$ cat src/rtl/host_cfg_pkg.sv
// host_cfg_pkg: shared opcodes, states, command struct, word field positions and the check-byte helper.
// The check byte is only consulted when HOST_CFG_CHECK_EN is defined.
package host_cfg_pkg;
  typedef enum logic [7:0] {
    OP_WRITE      = 8'h01,
    OP_CLEAR      = 8'h02,
    OP_CLEAR_ALL  = 8'h03,
    OP_SET_ENABLE = 8'h04
  } op_e;
  typedef enum logic {IDLE, SWEEP} state_e;
  typedef enum logic [2:0] {CMD_ERR, CMD_WRITE, CMD_CLEAR, CMD_CLEAR_ALL, CMD_SET_EN} cmd_e;
  typedef struct packed {
    cmd_e       kind;
    logic [7:0] idx;
    logic       en;
  } cmd_t;
  localparam int OP_LSB   = 248;
  localparam int IDX_LSB  = 240;
  localparam int CHK_LSB  = 232;
  localparam int CHK_BYTE = 29;
  // XOR of every byte except the check byte itself
  function automatic logic [7:0] check_byte(input logic [255:0] w);
    check_byte = '0;
    for (int i = 0; i < 32; i++) if (i != CHK_BYTE) check_byte ^= w[i*8 +: 8];
  endfunction
endpackage

$ cat src/rtl/host_cfg_decode.sv
// host_cfg_decode: combinational field extract and opcode/range/check classification of a host config word.
// Macro HOST_CFG_CHECK_EN enables the check-byte test, which overrides opcode decode.
module host_cfg_decode
  import host_cfg_pkg::*;
#(
  parameter int NUM_ENTRIES = 16
) (
  input  logic [255:0] word,
  output cmd_t         cmd
);
  logic [7:0] op;
  logic [7:0] idx;
  logic       in_range;
  logic       chk_ok;
  assign op       = word[OP_LSB +: 8];
  assign idx      = word[IDX_LSB +: 8];
  assign in_range = 32'(idx) < NUM_ENTRIES;
`ifdef HOST_CFG_CHECK_EN
  assign chk_ok = word[CHK_LSB +: 8] == check_byte(word);
`else
  assign chk_ok = 1'b1;
`endif
  always_comb begin
    cmd.idx  = idx;
    cmd.en   = word[0];
    cmd.kind = !chk_ok              ? CMD_ERR :
               op == OP_WRITE       ? (in_range ? CMD_WRITE : CMD_ERR) :
               op == OP_CLEAR       ? (in_range ? CMD_CLEAR : CMD_ERR) :
               op == OP_CLEAR_ALL   ? CMD_CLEAR_ALL :
               op == OP_SET_ENABLE  ? CMD_SET_EN : CMD_ERR;
  end
endmodule

$ cat src/rtl/host_cfg_sink.sv
// host_cfg_sink: host config channel responder driving the trigger-table write port, valid bitmap, enable and error count.
// Optional macro HOST_CFG_CHECK_EN adds check-byte validation in host_cfg_decode.
module host_cfg_sink
  import host_cfg_pkg::*;
#(
  parameter int NUM_ENTRIES = 16,
  parameter int DATA_W      = 64,
  parameter int ERR_CNT_W   = 16
) (
  input  logic                           clk,
  input  logic                           reset_n,
  input  logic                           in_config_valid,
  input  logic [255:0]                   in_config_data,
  output logic                           in_config_accept,
  output logic                           tbl_wr_en,
  output logic [$clog2(NUM_ENTRIES)-1:0] tbl_wr_idx,
  output logic [DATA_W-1:0]              tbl_wr_data,
  output logic [NUM_ENTRIES-1:0]         entry_valid,
  output logic                           trade_enable,
  output logic                           cfg_busy,
  output logic [ERR_CNT_W-1:0]           cfg_err_cnt
);
  localparam int IW = $clog2(NUM_ENTRIES);
  cmd_t          cmd;
  state_e        state;
  logic [IW-1:0] sweep_idx;
  logic [IW-1:0] idx;
  logic          xfer;
  host_cfg_decode #(.NUM_ENTRIES(NUM_ENTRIES)) u_decode (
    .word (in_config_data),
    .cmd  (cmd)
  );
  assign idx  = cmd.idx[IW-1:0];
  assign xfer = in_config_valid && in_config_accept;
  // The clear-all transfer edge issues entry 0 itself, so the sweep spans exactly NUM_ENTRIES cycles
  always_ff @(posedge clk or negedge reset_n) begin
    if (!reset_n) begin
      state            <= IDLE;
      sweep_idx        <= '0;
      in_config_accept <= 1'b0;
      tbl_wr_en        <= 1'b0;
      tbl_wr_idx       <= '0;
      tbl_wr_data      <= '0;
      entry_valid      <= '0;
      trade_enable     <= 1'b0;
      cfg_busy         <= 1'b0;
      cfg_err_cnt      <= '0;
    end else begin
      tbl_wr_en <= 1'b0;
      if (state == SWEEP) begin
        tbl_wr_en              <= 1'b1;
        tbl_wr_idx             <= sweep_idx;
        tbl_wr_data            <= '0;
        entry_valid[sweep_idx] <= 1'b0;
        sweep_idx              <= sweep_idx + 1'b1;
        if (&sweep_idx) state <= IDLE;
      end else begin
        in_config_accept <= 1'b1;
        cfg_busy         <= 1'b0;
        if (xfer) begin
          case (cmd.kind)
            CMD_WRITE: begin
              tbl_wr_en        <= 1'b1;
              tbl_wr_idx       <= idx;
              tbl_wr_data      <= in_config_data[DATA_W-1:0];
              entry_valid[idx] <= 1'b1;
            end
            CMD_CLEAR: begin
              tbl_wr_en        <= 1'b1;
              tbl_wr_idx       <= idx;
              tbl_wr_data      <= '0;
              entry_valid[idx] <= 1'b0;
            end
            CMD_CLEAR_ALL: begin
              state            <= SWEEP;
              in_config_accept <= 1'b0;
              cfg_busy         <= 1'b1;
              trade_enable     <= 1'b0;
              tbl_wr_en        <= 1'b1;
              tbl_wr_idx       <= '0;
              tbl_wr_data      <= '0;
              entry_valid[0]   <= 1'b0;
              sweep_idx        <= IW'(1);
            end
            CMD_SET_EN: trade_enable <= cmd.en;
            default: if (cfg_err_cnt != '1) cfg_err_cnt <= cfg_err_cnt + 1'b1;
          endcase
        end
      end
    end
  end
endmodule

$ cat config.mk
export PLATFORM = sky130hd
export DESIGN_NAME = host_cfg_sink
export DESIGN_NICKNAME = d
export VERILOG_FILES = /design/src/rtl/host_cfg_pkg.sv /design/src/rtl/host_cfg_decode.sv /design/src/rtl/host_cfg_sink.sv
export SDC_FILE = /design/constraint.sdc
export NUM_CORES = 1
export LEC_CHECK = 0
export CAP_MARGIN = 5
export CELL_PAD_IN_SITES_DETAIL_PLACEMENT = 0
export CELL_PAD_IN_SITES_GLOBAL_PLACEMENT = 1
export CORE_UTILIZATION = 26
export DETAILED_ROUTE_END_ITERATION = 8
export PLACE_DENSITY = 0.91
export SLEW_MARGIN = 40
export SYNTH_ARGS = -nofsm -noshare
export SYNTH_HDL_FRONTEND = slang
export SYNTH_HIERARCHICAL = 1
export SYNTH_SLANG_ARGS = --single-unit
$ cat constraint.sdc
create_clock -name clk -period 3.55 [get_ports clk]
set_input_delay 0.355 -clock clk [delete_from_list [all_inputs] [get_ports clk]]
set_output_delay 0.355 -clock clk [all_outputs]
set_load 0.01 [all_outputs]
Word level (Yosys, flattened, before mapping):

Cells that the tools add are included.

* add/subtract/negate cells: 2
* $mul: 0
* divide/modulo/power cells: 0
* order comparisons: 5
* equal/unequal tests: 9
* shifts and indexed selects: 0
* muxes and demuxes: 33
* bitwise operators: 7
* reductions and logical operators: 22

Operators with widths (number)
* 64-bit two-way mux: 2
* 64-bit one-hot mux with 2 select lines: 1
* 16-bit AND: 2
* 16-bit two-way mux: 2
* 16-bit NOT: 2
* 15-bit one-hot mux with 2 select lines: 1
* 4-bit two-way mux: 5
* 16-bit by 1-bit adder with 16-bit output, second input constant: 1
* 8-bit by 2-bit == test with 1-bit output, second input constant: 2
* 16-bit != test, second input constant: 1
* 16-bit bitwise OR: 1
* 1-bit two-way mux: 12
* 3-bit two-way mux: 4
* 4-bit by 5-bit less-than comparator with 1-bit output, second input constant: 2
* 2-bit AND reduction: 5
* 3-bit nonzero test: 3
* 1-bit demux with 4-bit select: 2
* 8-bit by 1-bit == test with 1-bit output, second input constant: 1
* 8-bit by 3-bit == test with 1-bit output, second input constant: 1
* 4-bit by 1-bit greater-or-equal comparator with 1-bit output, second input constant: 2
* 8-bit by 5-bit less-than comparator with 1-bit output, second input constant: 1
* 4-bit one-hot mux with 2 select lines: 1
* 4-bit AND reduction: 2
* 3-bit by 2-bit == test with 1-bit output, second input constant: 2
* other kinds (14): 20

* register bits after elaboration: 109
* latch bits: 0
* memory bits (writable): 0
* ROM bits: 0
* input port bits: 259
* output and inout port bits: 104
* logic and storage cells: 89
* memories: 0

Longest topological paths before layout:

Gate-level depths: netlist (run 1).

* word-level depth: 10
* mapped depth: 10
* depth with buffers taken out: 7

By module:

Netlist (run 1), hierarchy kept.

By module, submodules not included
* host_cfg_sink: instances 1, cells an instance 522, area an instance 4932.2 µm², seq. area each 2727.6 µm²
* host_cfg_decode: instances 1, cells an instance 19, area an instance 142.6 µm², seq. area each 0.0 µm²

Worst setup path before layout (run 1):

OpenSTA, ideal clock, no wires.

* kind: input to register
* start point: input in_config_data[247]
* end point: register cfg_err_cnt[14]
* library setup time: 0.125 ns
* arrival time: 2.423 ns
* data required time: 3.425 ns
* slack: 1.002 ns
* stages on the path: 6
* buffers on the path: 0
* path through: or4_4 > a211oi_1 > o21a_1 > o21ai_2 > nor4_1 > mux2_2

RTL lines
* from (decl): line host_cfg_sink.sv:13 `input logic [255:0] in_config_data,`
* to (signal assigned): line host_cfg_sink.sv:86 `default: if (cfg_err_cnt != '1) cfg_err_cnt <= cfg_err_cnt + 1'b1;`
* to (decl): line host_cfg_sink.sv:21 `output logic [ERR_CNT_W-1:0] cfg_err_cnt`

==> results.md, run 1 <==
* # IOs at 363
* Worst path arrival time at 2.83 ns
* R2r endpoint: cfg_err_cnt[14]
* Clock latency on the worst-skew pair at 0.35 ns
* Average footprint of a synthesized cell at 9.39 um2
* Status: finished, final reports clean
* Utilization of the core after routing at 0.395
* H-tree depth reported by CTS at 3
* Met2 track demand over resource at 0.209
* Count of standard-cell rows at 50
* Highest Clock Rate at 383 MHz
* Fin crit share at 0.735
* Capturing element type of the critical path: register
* Overall track demand over capacity in global routing at 0.141
* Leakage power at 3.29 nW
* Total placed instance area at 0.00714 mm2
* Number of nets in the layout at 967
* Quantity of hold-fixing buffers added after cts at 0
* Antenna viol nets, final at 0
* Final worst path period need at 2.61 ns
* Buffers inserted by post-CTS timing repair at 0
* Worst Reg-to-Reg Cells at 4
* Global routing met1 resource utilization at 0.187
* Detailed-route DRC error count at 0
* Fin Clk Skew at 0.00986 ns
* Buffers added on ports at around 190
* Maximum clock path buffer count at 2
* CP Max Fanout at 7
* Via density at 4.51
* Maximum number of pins on one net before global-route repair at 66
* WL per Instance at roughly 14 um
* Combined buffer and inverter count along the critical path at 2
* Worst min-delay path class: in2async
* Post-cts resize count at 0
* Effective utilization at floorplan at 0.268
* Setup repair after global routing missed its margin: no
* Largest voltage drop on the vdd net at 0.000226 V
* Setup Viol. Count Final at 0
* Final Max Tran Viols at 0
* Area occupied by multi-input gates at 0.00207 mm2
* Yosys warns at 6
* Kind of launch point of the worst setup path: input port
* Initial antenna violation count at 0
* Net Count, Synth at 801
* Register area at 0.00273 mm2
* Remaining max-slew budget at the tightest pin at 0.518
* Most numerous cell on the critical path: sky130_fd_sc_hd__a21oi_1
* Critical Path Max Stage Delay at 0.53 ns
* Placer Congestion at 0.768
* Floorplan die area at about 0.020 mm2
* Number of buffers created by CTS at 9
* Slew at the pin with the worst max-slew slack at 0.723 ns
* Worst path required time at ~3.8 ns
* Power Density at 412 mW/mm2
* Top cell family by delay on the critical path: compound AO/OA/AOI/OAI gates
* Register clock-pin slew on the reported worst setup and hold paths at around 0.070 ns
* Total wirelength of the detailed-routed design at around 13000 um
* Vias post-DR at 4366
* Final non-filler cell area at about 0.0074 mm2
* Share of final-layout standard cells stronger than drive strength 1 at 0.0537
* Vias in the first global route at about 4300
* Sink Count at 109
* Vertical extent of the die at 141 um
* Placeable Area at between 0.015 and 0.02 mm2
* GR peak layer: met2
* Area grow syn2layout at 47.5%
* Filler instances at between 1500 and 2000
* Worst hold margin at 0.0567 ns
* Initial DRC count at 245
* Total design power at 3.07 mW
* Total Neg Setup Slack at 0 ns
* TritonCTS clock tree: built
* Met3 layer usage reported by global route at 0.0476
* Number of standard cells after synthesis at 537
* Count of antenna diodes in the layout at 0
* DPL Wire Length at 9410 um
* Width of the chip at 141 um
* Hold Vio Cnt, Final at 0
* Reg-to-reg setup timing slack at 1.51 ns
* Slowest stage cell, crit path: sky130_fd_sc_hd__or4_4
* First-pass GRT wire length at 22000 um
* Worst R2R Start: state
* Combined area of all synthesized cells at 0.00504 mm2
* First-pass DRT Iterations at 4
* Grt ovf at 0
* Maxcap violations at 0
* Clock root buffer: sky130_fd_sc_hd__clkbuf_16
* Cell chain of the critical path: clkdlybuf4s50_1, or4_4, a211oi_1, buf_4, nor2b_1, a21oi_1, a221oi_1, a21oi_1
* Worst Path Class, Setup: in2reg
==> cell type report <==
cell class,instances,area share
clock inverter,3,0.00588
clock buffer,13,0.0350
inverter,11,0.00555
tap,260,0.0437
multi-input combinational,378,0.279
timing repair buffer,194,0.265
sequential,109,0.367
==> power by group <==
part / switching (mW) / leakage, nW / internal (mW)
clock network: 0.461 / 0.150 / 0.588
registers: 0.0836 / 1.45 / 1.35
logic: 0.239 / 1.69 / 0.346
total: 0.784 / 3.29 / 2.28
==> stage by stage <==
step / instances / setup WS (ns)
CTS: 968 / 0.929
finish: 968 / 0.942
global route: 968 / 0.739
global placement: 952 / 0.444
detailed placement: 952 / 0.547
floorplan: 537 / 1.00
==> worst max-delay path by stage <==
stage | cells past startpoint | endpoint | start | slack [ns]
after global placement | 7 | register | in_config_data[255] | 0.44
after floorplan | 6 | cfg_err_cnt[14] | in_config_data[247] | 1.00
final | 8 | tbl_wr_idx[2] | in_config_data[247] | 0.94
after CTS | 8 | tbl_wr_idx[2] | in_config_data[247] | 0.93
after detailed placement | 8 | tbl_wr_data[59] | in_config_data[255] | 0.55
after global routing | 8 | tbl_wr_idx[3] | in_config_data[247] | 0.74
==> worst register-to-register path: stages, from the launching register on <==
cell and delay, ns:
sky130_fd_sc_hd__dfrtp_2 0.60, sky130_fd_sc_hd__and3b_1 0.50, sky130_fd_sc_hd__o21ai_2 0.18, sky130_fd_sc_hd__nor4_1 0.29, sky130_fd_sc_hd__mux2_2 0.36
==> per-layer routing <==
metal  part of all wire  vias to the layer above
met5                  0                        -
met4              0.019                        0
met3              0.091                       14
met2               0.44                      176
met1               0.45                     1999
li1                   -                     2177
==> placed cells by master (no fill, tap or decap), types with 4 or more instances in the layout <==
| cell type | n |
|---|---|
| sky130_fd_sc_hd__and3_1 | 4 |
| sky130_fd_sc_hd__nand3_1 | 10 |
| sky130_fd_sc_hd__buf_4 | 5 |
| sky130_fd_sc_hd__ha_1 | 5 |
| sky130_fd_sc_hd__inv_1 | 11 |
| sky130_fd_sc_hd__nor3b_1 | 5 |
| sky130_fd_sc_hd__nand2_1 | 145 |
| sky130_fd_sc_hd__clkdlybuf4s50_1 | 185 |
| sky130_fd_sc_hd__dfrtp_1 | 108 |
| sky130_fd_sc_hd__a21oi_1 | 4 |
| sky130_fd_sc_hd__nor3_1 | 6 |
| sky130_fd_sc_hd__clkbuf_16 | 9 |
| sky130_fd_sc_hd__and3b_1 | 4 |
| sky130_fd_sc_hd__o21ai_1 | 12 |
| sky130_fd_sc_hd__o21ai_0 | 85 |
| sky130_fd_sc_hd__nor4_1 | 4 |
| sky130_fd_sc_hd__a22oi_1 | 10 |
| sky130_fd_sc_hd__nand4_1 | 5 |
| sky130_fd_sc_hd__buf_12 | 4 |
| sky130_fd_sc_hd__nor2_1 | 8 |
| sky130_fd_sc_hd__xor2_1 | 11 |
No activity file was read; power rests on OpenSTA's default activity.
==> run 2, diff against run 1 <==
--- a/config.mk
+++ b/config.mk
@@ -8,9 +8,9 @@
 export CAP_MARGIN = 5
 export CELL_PAD_IN_SITES_DETAIL_PLACEMENT = 0
 export CELL_PAD_IN_SITES_GLOBAL_PLACEMENT = 1
-export CORE_UTILIZATION = 26
+export CORE_UTILIZATION = 22
 export DETAILED_ROUTE_END_ITERATION = 8
-export PLACE_DENSITY = 0.91
+export PLACE_DENSITY = 0.83
 export SLEW_MARGIN = 40
 export SYNTH_ARGS = -nofsm -noshare
 export SYNTH_HDL_FRONTEND = slang
==> constraint.sdc (replaced) <==
create_clock -name clk -period 2.15 [get_ports clk]
set_input_delay 0.215 -clock clk [delete_from_list [all_inputs] [get_ports clk]]
set_output_delay 0.215 -clock clk [all_outputs]
set_load 0.01 [all_outputs]
==> results.md, run 2 (same netlist as run 1, synthesis figures left out) <==
* # IOs at roughly 360
* Most numerous cell on the critical path: sky130_fd_sc_hd__buf_6
* Clock latency on the worst-skew pair at around 0.36 ns
* Endpoint of the worst hold path: tbl_wr_data[31]
* Worst path required time at approximately 2.4 ns
* Capturing element type of the critical path: register
* Initial DRC count at 230
* Worst Path Class, Setup: in2reg
* First-pass GRT wire length at 24100 um
* Largest voltage drop on the vdd net at 0.000430 V
* Commonest non-fill, non-tap cell in the layout: sky130_fd_sc_hd__clkdlybuf4s50_1
* Worst path arrival time at 2.30 ns
* Hold Vio Cnt, Final at 0
* Maxcap violations at 0
* Antenna viol nets, final at 0
* Filler instances at around 2300
* Fin crit share at 0.966
* Most used cells in the layout excluding fill and tap cells: sky130_fd_sc_hd__clkdlybuf4s50_1 (175), sky130_fd_sc_hd__nand2_1 (142), sky130_fd_sc_hd__dfrtp_1 (109)
* Effective utilization at floorplan at 0.224
* Grt ovf at 0
* Slowest stage cell, crit path: sky130_fd_sc_hd__clkdlybuf4s50_1
* Detailed-route DRC error count at 0
* Highest Clock Rate at 481 MHz
* Maximum clock path buffer count at 2
* Final worst path period need at 2.08 ns
* Share of final-layout standard cells stronger than drive strength 1 at 0.137
* Buffers added on ports at 186
* Status: finished, final reports clean
* Leakage power at 3.68 nW
* Vias post-DR at 4695
* Final Max Tran Viols at 0
* Number of buffers created by CTS at 9
* Register clock-pin slew on the reported worst setup and hold paths at roughly 0.080 ns
* Worst hold margin at 0.386 ns
* Worst R2R Start: cfg_err_cnt[0]
* Total wirelength of the detailed-routed design at 15900 um
* Placeable Area at approximately 0.023 mm2
* Slew at the pin with the worst max-slew slack at around 0.63 ns
* Count of standard-cell rows at 55
* Final non-filler cell area at 0.00814 mm2
* WHS Path Cells at 3
* Total placed instance area at 0.00738 mm2
* Kind of launch point of the worst setup path: input port
* Area grow syn2layout at 61.3%
* Critical Path Max Stage Delay at 0.39 ns
* DPL Wire Length at roughly 11000 um
* Maximum number of pins on one net before global-route repair at slightly below 50
* Number of placed instances with taps included at 998
* Cell chain of the critical path: clkdlybuf4s50_1, or3_4, buf_6, a211oi_4, nor2b_4, buf_6, nor2_4, buf_12, clkbuf_16, nand4_1, nand3_1
* Clock root buffer: sky130_fd_sc_hd__clkbuf_16
* Origin of the worst min-delay path: in_config_data[31]
* Number of nets in the layout at 1005
* First-pass DRT Iterations at 4
* Vertical extent of the die at 153 um
* WL per Instance at between 15 and 20 um
* Sink Count at 109
* Fin Clk Skew at 0.00865 ns
* Vias in the first global route at ~4600
* TritonCTS clock tree: built
* Initial antenna violation count at 0
* Width of the chip at 153 um
* Final cell count without fillers at 1031
* CP Max Fanout at 13
* Setup Viol. Count Final at 0
* H-tree depth reported by CTS at 3
* Worst min-delay path class: in2reg
* Count of antenna diodes in the layout at 0
* Floorplan die area at 0.0235 mm2
* Via density at 4.55
* Overall track demand over capacity in global routing at 0.129
* Worst Reg-to-Reg Cells at 5
* Placer Congestion at 0.788
* Remaining max-slew budget at the tightest pin at 0.578
* R2r endpoint: cfg_err_cnt[13]
* Power Density at 618 mW/mm2
* Reg-to-reg setup timing slack at 0.23 ns
run 2: cell types whose count changed in the layout (fill, tap and decap cells not counted), moves of 4 or more:
cell	delta
sky130_fd_sc_hd__o21ai_0	-39
sky130_fd_sc_hd__o21ai_1	+33
sky130_fd_sc_hd__buf_4	+16
sky130_fd_sc_hd__clkdlybuf4s50_1	-10
sky130_fd_sc_hd__dlymetal6s2s_1	+10
sky130_fd_sc_hd__buf_6	+8
sky130_fd_sc_hd__clkbuf_16	+6
sky130_fd_sc_hd__o21ai_2	+5
sky130_fd_sc_hd__buf_12	+4
run 2: metrics by stage:
step	power [mW]	TNS, ns	util	worst slack (ns)
2_1_floorplan	2.75	0	-	0.00727
3_3_place_gp	3.39	-41.48	0.327	-0.469
3_5_place_dp	3.41	-44.15	0.327	-0.491
4_1_cts	5.09	-0.00152	0.343	-0.00128
5_1_grt	5.29	-0.0215	0.361	-0.0165
6_report	5.03	0	0.361	0.0724
run 2: cell type report:
type,count,area [um2],share of cell area
clock buffer,9,225,0.0277
clock inverter,7,58.8,0.00723
inverter,11,41.3,0.00507
multi-input combinational,379,2240,0.275
sequential,109,2730,0.335
tap,285,357,0.0438
timing repair buffer,231,2490,0.306
run 2: power by group:
group          total (mW)  switching (mW)  internal (mW)
Combinational        1.02           0.423          0.596
Sequential           2.38           0.150           2.23
Clock                1.63           0.829          0.804
Total                5.03            1.40           3.63
run 2: what timing repair did:
action | 4_1_cts | 5_1_grt
buffers inserted | 1 | 7
hold buffers | 1 | 0
gates cloned | 1 | 9
setup endpoints to repair | 77 | 97
hold endpoints to repair | 44 | 0
pin swaps | 2 | 10
gates resized for setup | 12 | 76
run 2: per-layer routing:
layer | GRT usage | routed length (um)
met5 | 0 | 0
met4 | 0.0419 | 250
met3 | 0.0377 | 1040
met2 | 0.207 | 7390
met1 | 0.166 | 7220
run 2: worst max-delay path, delay by kind of cell:
kind                   cells  cell delay (ns)
buffers and inverters      5             0.97
AO/OA/AOI/OAI              1             0.31
AND/OR/NAND/NOR            5             0.79
run 2: worst max-delay path by stage:
| stage | startpoint | slack [ns] | end | depth (start not counted) |
|---|---|---|---|---|
| after floorplan | in_config_data[247] | 0.007 | entry_valid[0] | 8 |
| after global placement | in_config_data[247] | -0.47 | tbl_wr_idx[2] | 9 |
| after detailed placement | in_config_data[247] | -0.49 | tbl_wr_idx[2] | 9 |
| after CTS | in_config_data[247] | -0.001 | tbl_wr_data[57] | 11 |
| after global routing | in_config_data[251] | -0.02 | entry_valid[0] | 11 |
| final | in_config_data[251] | 0.07 | entry_valid[0] | 11 |
==> run 3, diff against run 2 <==
--- a/config.mk
+++ b/config.mk
@@ -8,11 +8,11 @@
 export CAP_MARGIN = 5
 export CELL_PAD_IN_SITES_DETAIL_PLACEMENT = 0
 export CELL_PAD_IN_SITES_GLOBAL_PLACEMENT = 1
-export CORE_UTILIZATION = 22
+export CORE_UTILIZATION = 21
 export DETAILED_ROUTE_END_ITERATION = 8
-export PLACE_DENSITY = 0.83
+export PLACE_DENSITY = 0.81
 export SLEW_MARGIN = 40
 export SYNTH_ARGS = -nofsm -noshare
 export SYNTH_HDL_FRONTEND = slang
-export SYNTH_HIERARCHICAL = 1
 export SYNTH_SLANG_ARGS = --single-unit
+export TNS_END_PERCENT = 20
==> results.md, run 3 <==
* CP Max Fanout at 4
* Setup Viol. Count Final at 0
* Final worst path period need at about 2.1 ns
* Fin crit share at 0.976
* Yosys top cell by area: sky130_fd_sc_hd__dfrtp_1
* Grt ovf at 0
* Most instantiated flip-flop cell in the synthesis netlist: sky130_fd_sc_hd__dfrtp_1
* Post-synth EDFFs at 0
* Clock root buffer: sky130_fd_sc_hd__clkbuf_16
* Effective utilization at floorplan at 0.217
* Leakage power at about 3.3 nW
* Commonest non-fill, non-tap cell in the layout: sky130_fd_sc_hd__clkdlybuf4s50_1
* Fin Clk Skew at approximately 0.009 ns
* Overall track demand over capacity in global routing at 0.129
* Capturing element type of the critical path: register
* Number of standard cells after synthesis at between 300 and 400
* Worst min-delay path class: in2async
* Worst path arrival time at 2.32 ns
* Buffers inserted by post-CTS timing repair at 0
* # IOs at 363
* Average footprint of a synthesized cell at 11.6 um2
* Placeable Area at 0.0213 mm2
* Worst hold margin at around 0.27 ns
* Largest voltage drop on the vdd net at 0.000293 V
* Worst path required time at 2.37 ns
* Count of standard-cell rows at 53
* First-pass DRT Iterations at 4
* Number of nets in the layout at approximately 890
* Share of final-layout standard cells stronger than drive strength 1 at 0.132
* WL per Instance at 15.8 um
* Width of the chip at around 150 um
* Status: finished, final reports clean
* Maximum clock path buffer count at 2
* Antenna viol nets, final at 0
* Clock latency on the worst-skew pair at ~0.35 ns
* Detailed-route DRC error count at 0
* Most frequently used cell type in the post-synthesis netlist: sky130_fd_sc_hd__dfrtp_1
* First-pass GRT wire length at 22100 um
* Area grow syn2layout at 62.3%
* Maximum number of pins on one net before global-route repair at 40
* Floorplan die area at roughly 0.023 mm2
* Vias post-DR at 4014
* Combined area of all synthesized cells at between 0.004 and 0.005 mm2
* Slew at the pin with the worst max-slew slack at 0.767 ns
* Highest Clock Rate at 477 MHz
* Initial DRC count at 200
* H-tree depth reported by CTS at 3
* Kind of launch point of the worst setup path: input port
* Placer Congestion at 0.781
* Proportion of synthesized flip-flops having asynchronous set or reset at 1.00
* Number of buffers created by CTS at 9
* Most used cells in the layout excluding fill and tap cells: sky130_fd_sc_hd__clkdlybuf4s50_1 (176), sky130_fd_sc_hd__dfrtp_1 (109), sky130_fd_sc_hd__a22o_1 (66)
* Fraction of post-synthesis cell area in the top cell type by area at 0.590
* Maxcap violations at 0
* Via density at 4.44
* Worst Path Class, Setup: in2reg
* Setup repair after global routing missed its margin: no
* Utilization of the core after routing at 0.353
* Power Density at 659 mW/mm2
* Vertical extent of the die at between 150 and 200 um
* Total wirelength of the detailed-routed design at between 10000 and 15000 um
* Yosys warns at 0
* Buffers added on ports at 186
* Initial antenna violation count at 2
* Yosys cell types at 42
* TritonCTS clock tree: built
* Remaining max-slew budget at the tightest pin at 0.484
* DPL Wire Length at 10700 um
* Cell types with the largest area share after synthesis: sky130_fd_sc_hd__dfrtp_1 (59%), sky130_fd_sc_hd__a22o_1 (13%), sky130_fd_sc_hd__xnor2_1 (3.0%), sky130_fd_sc_hd__nand2_1 (2.5%), sky130_fd_sc_hd__o21ai_0 (2.3%)
* Sink Count at 109
* Hold Vio Cnt, Final at 0
* Net Count, Synth at 662
* Register clock-pin slew on the reported worst setup and hold paths at 0.08 ns
* Synth cell count leaders: sky130_fd_sc_hd__dfrtp_1 (109), sky130_fd_sc_hd__a22o_1 (66), sky130_fd_sc_hd__nand2_1 (31)
* Final Max Tran Viols at 0
* Vias in the first global route at 4002
* Synthesized flop and latch total at around 110
* Sequential element share of the synthesized area at 0.590
* Total Neg Setup Slack at 0 ns
==> run 3: layer usage <==
metal,vias to the layer above,wire length (um),global-route usage
li1,1924,-,-
met1,1933,6290,0.165
met2,136,6570,0.197
met3,21,1080,0.0427
met4,0,348,0.0535
met5,-,0,0
==> run 3: power breakdown <==
part           switching [mW]  total (mW)  internal, mW  leakage (nW)
Clock                   0.807        1.60         0.792         0.132
Sequential              0.127        2.31          2.19          1.45
Combinational           0.472        1.03         0.559          1.69
==> run 3: layout make-up <==
cell class / count / area (um2)
repair buffers: 239 / 2330
well taps: 275 / 344
multi-input cells: 255 / 1790
flip-flops and latches: 109 / 2730
clock inverters: 7 / 51.3
fillers: 2134 / 13800
inverters: 10 / 37.5
clock buffers: 9 / 225
diodes: 1 / 2.50
==> run 3: cell families after synthesis <==
group,count (synthesis),share of synthesized area
AND/OR/NAND/NOR,105,0.124
buffers and inverters,34,0.0300
XOR/XNOR,16,0.0303
adder cells (fa/ha/maj),5,0.0135
multiplexers,2,0.00460
AO/OA/AOI/OAI,127,0.207
flip-flops,109,0.590
==> run 3: timing repair <==
| action | CTS | global route |
|---|---|---|
| resized for setup | 12 | 3 |
| endpoints found under the setup margin | 13 | 3 |
| hold buffers | 1 | 0 |
| pin swaps | 5 | 5 |
| hold endpoints to repair | 14 | 0 |
==> run 3: final timing paths <==
check,from,to,slack (ns),cells past startpoint
max,in_config_data[252],register,0.05,6
min,reset_n,asynchronous set/reset pin,0.27,2
max reg2reg,cfg_err_cnt[6],cfg_err_cnt[14],0.20,5
min reg2reg,tbl_wr_idx[2],tbl_wr_idx[2],0.49,2
max in group asynchronous,reset_n,tbl_wr_data[45],1.34,3
min in group clk,in_config_data[247],entry_valid[0],0.39,5
==> run 3: stage by stage <==
step / cell area (um2) / instances / worst slack, ns / power [mW]
6_report: 7500 / 905 / 0.0517 / 4.94
3_3_place_gp: 7210 / 887 / -0.527 / 3.39
5_1_grt: 7500 / 904 / 0.0161 / 5.23
3_5_place_dp: 7220 / 887 / -0.567 / 3.40
2_1_floorplan: 4620 / 398 / -0.0446 / 2.76
4_1_cts: 7500 / 904 / 0.00187 / 5.04
==> run 3: worst max-delay path, stage by stage <==
cell and delay, ns:
sky130_fd_sc_hd__dlygate4sd2_1 0.23, sky130_fd_sc_hd__or4_4 0.55, sky130_fd_sc_hd__or4_4 0.52, sky130_fd_sc_hd__or4b_4 0.53
sky130_fd_sc_hd__o31ai_2 0.19, sky130_fd_sc_hd__o31ai_1 0.10
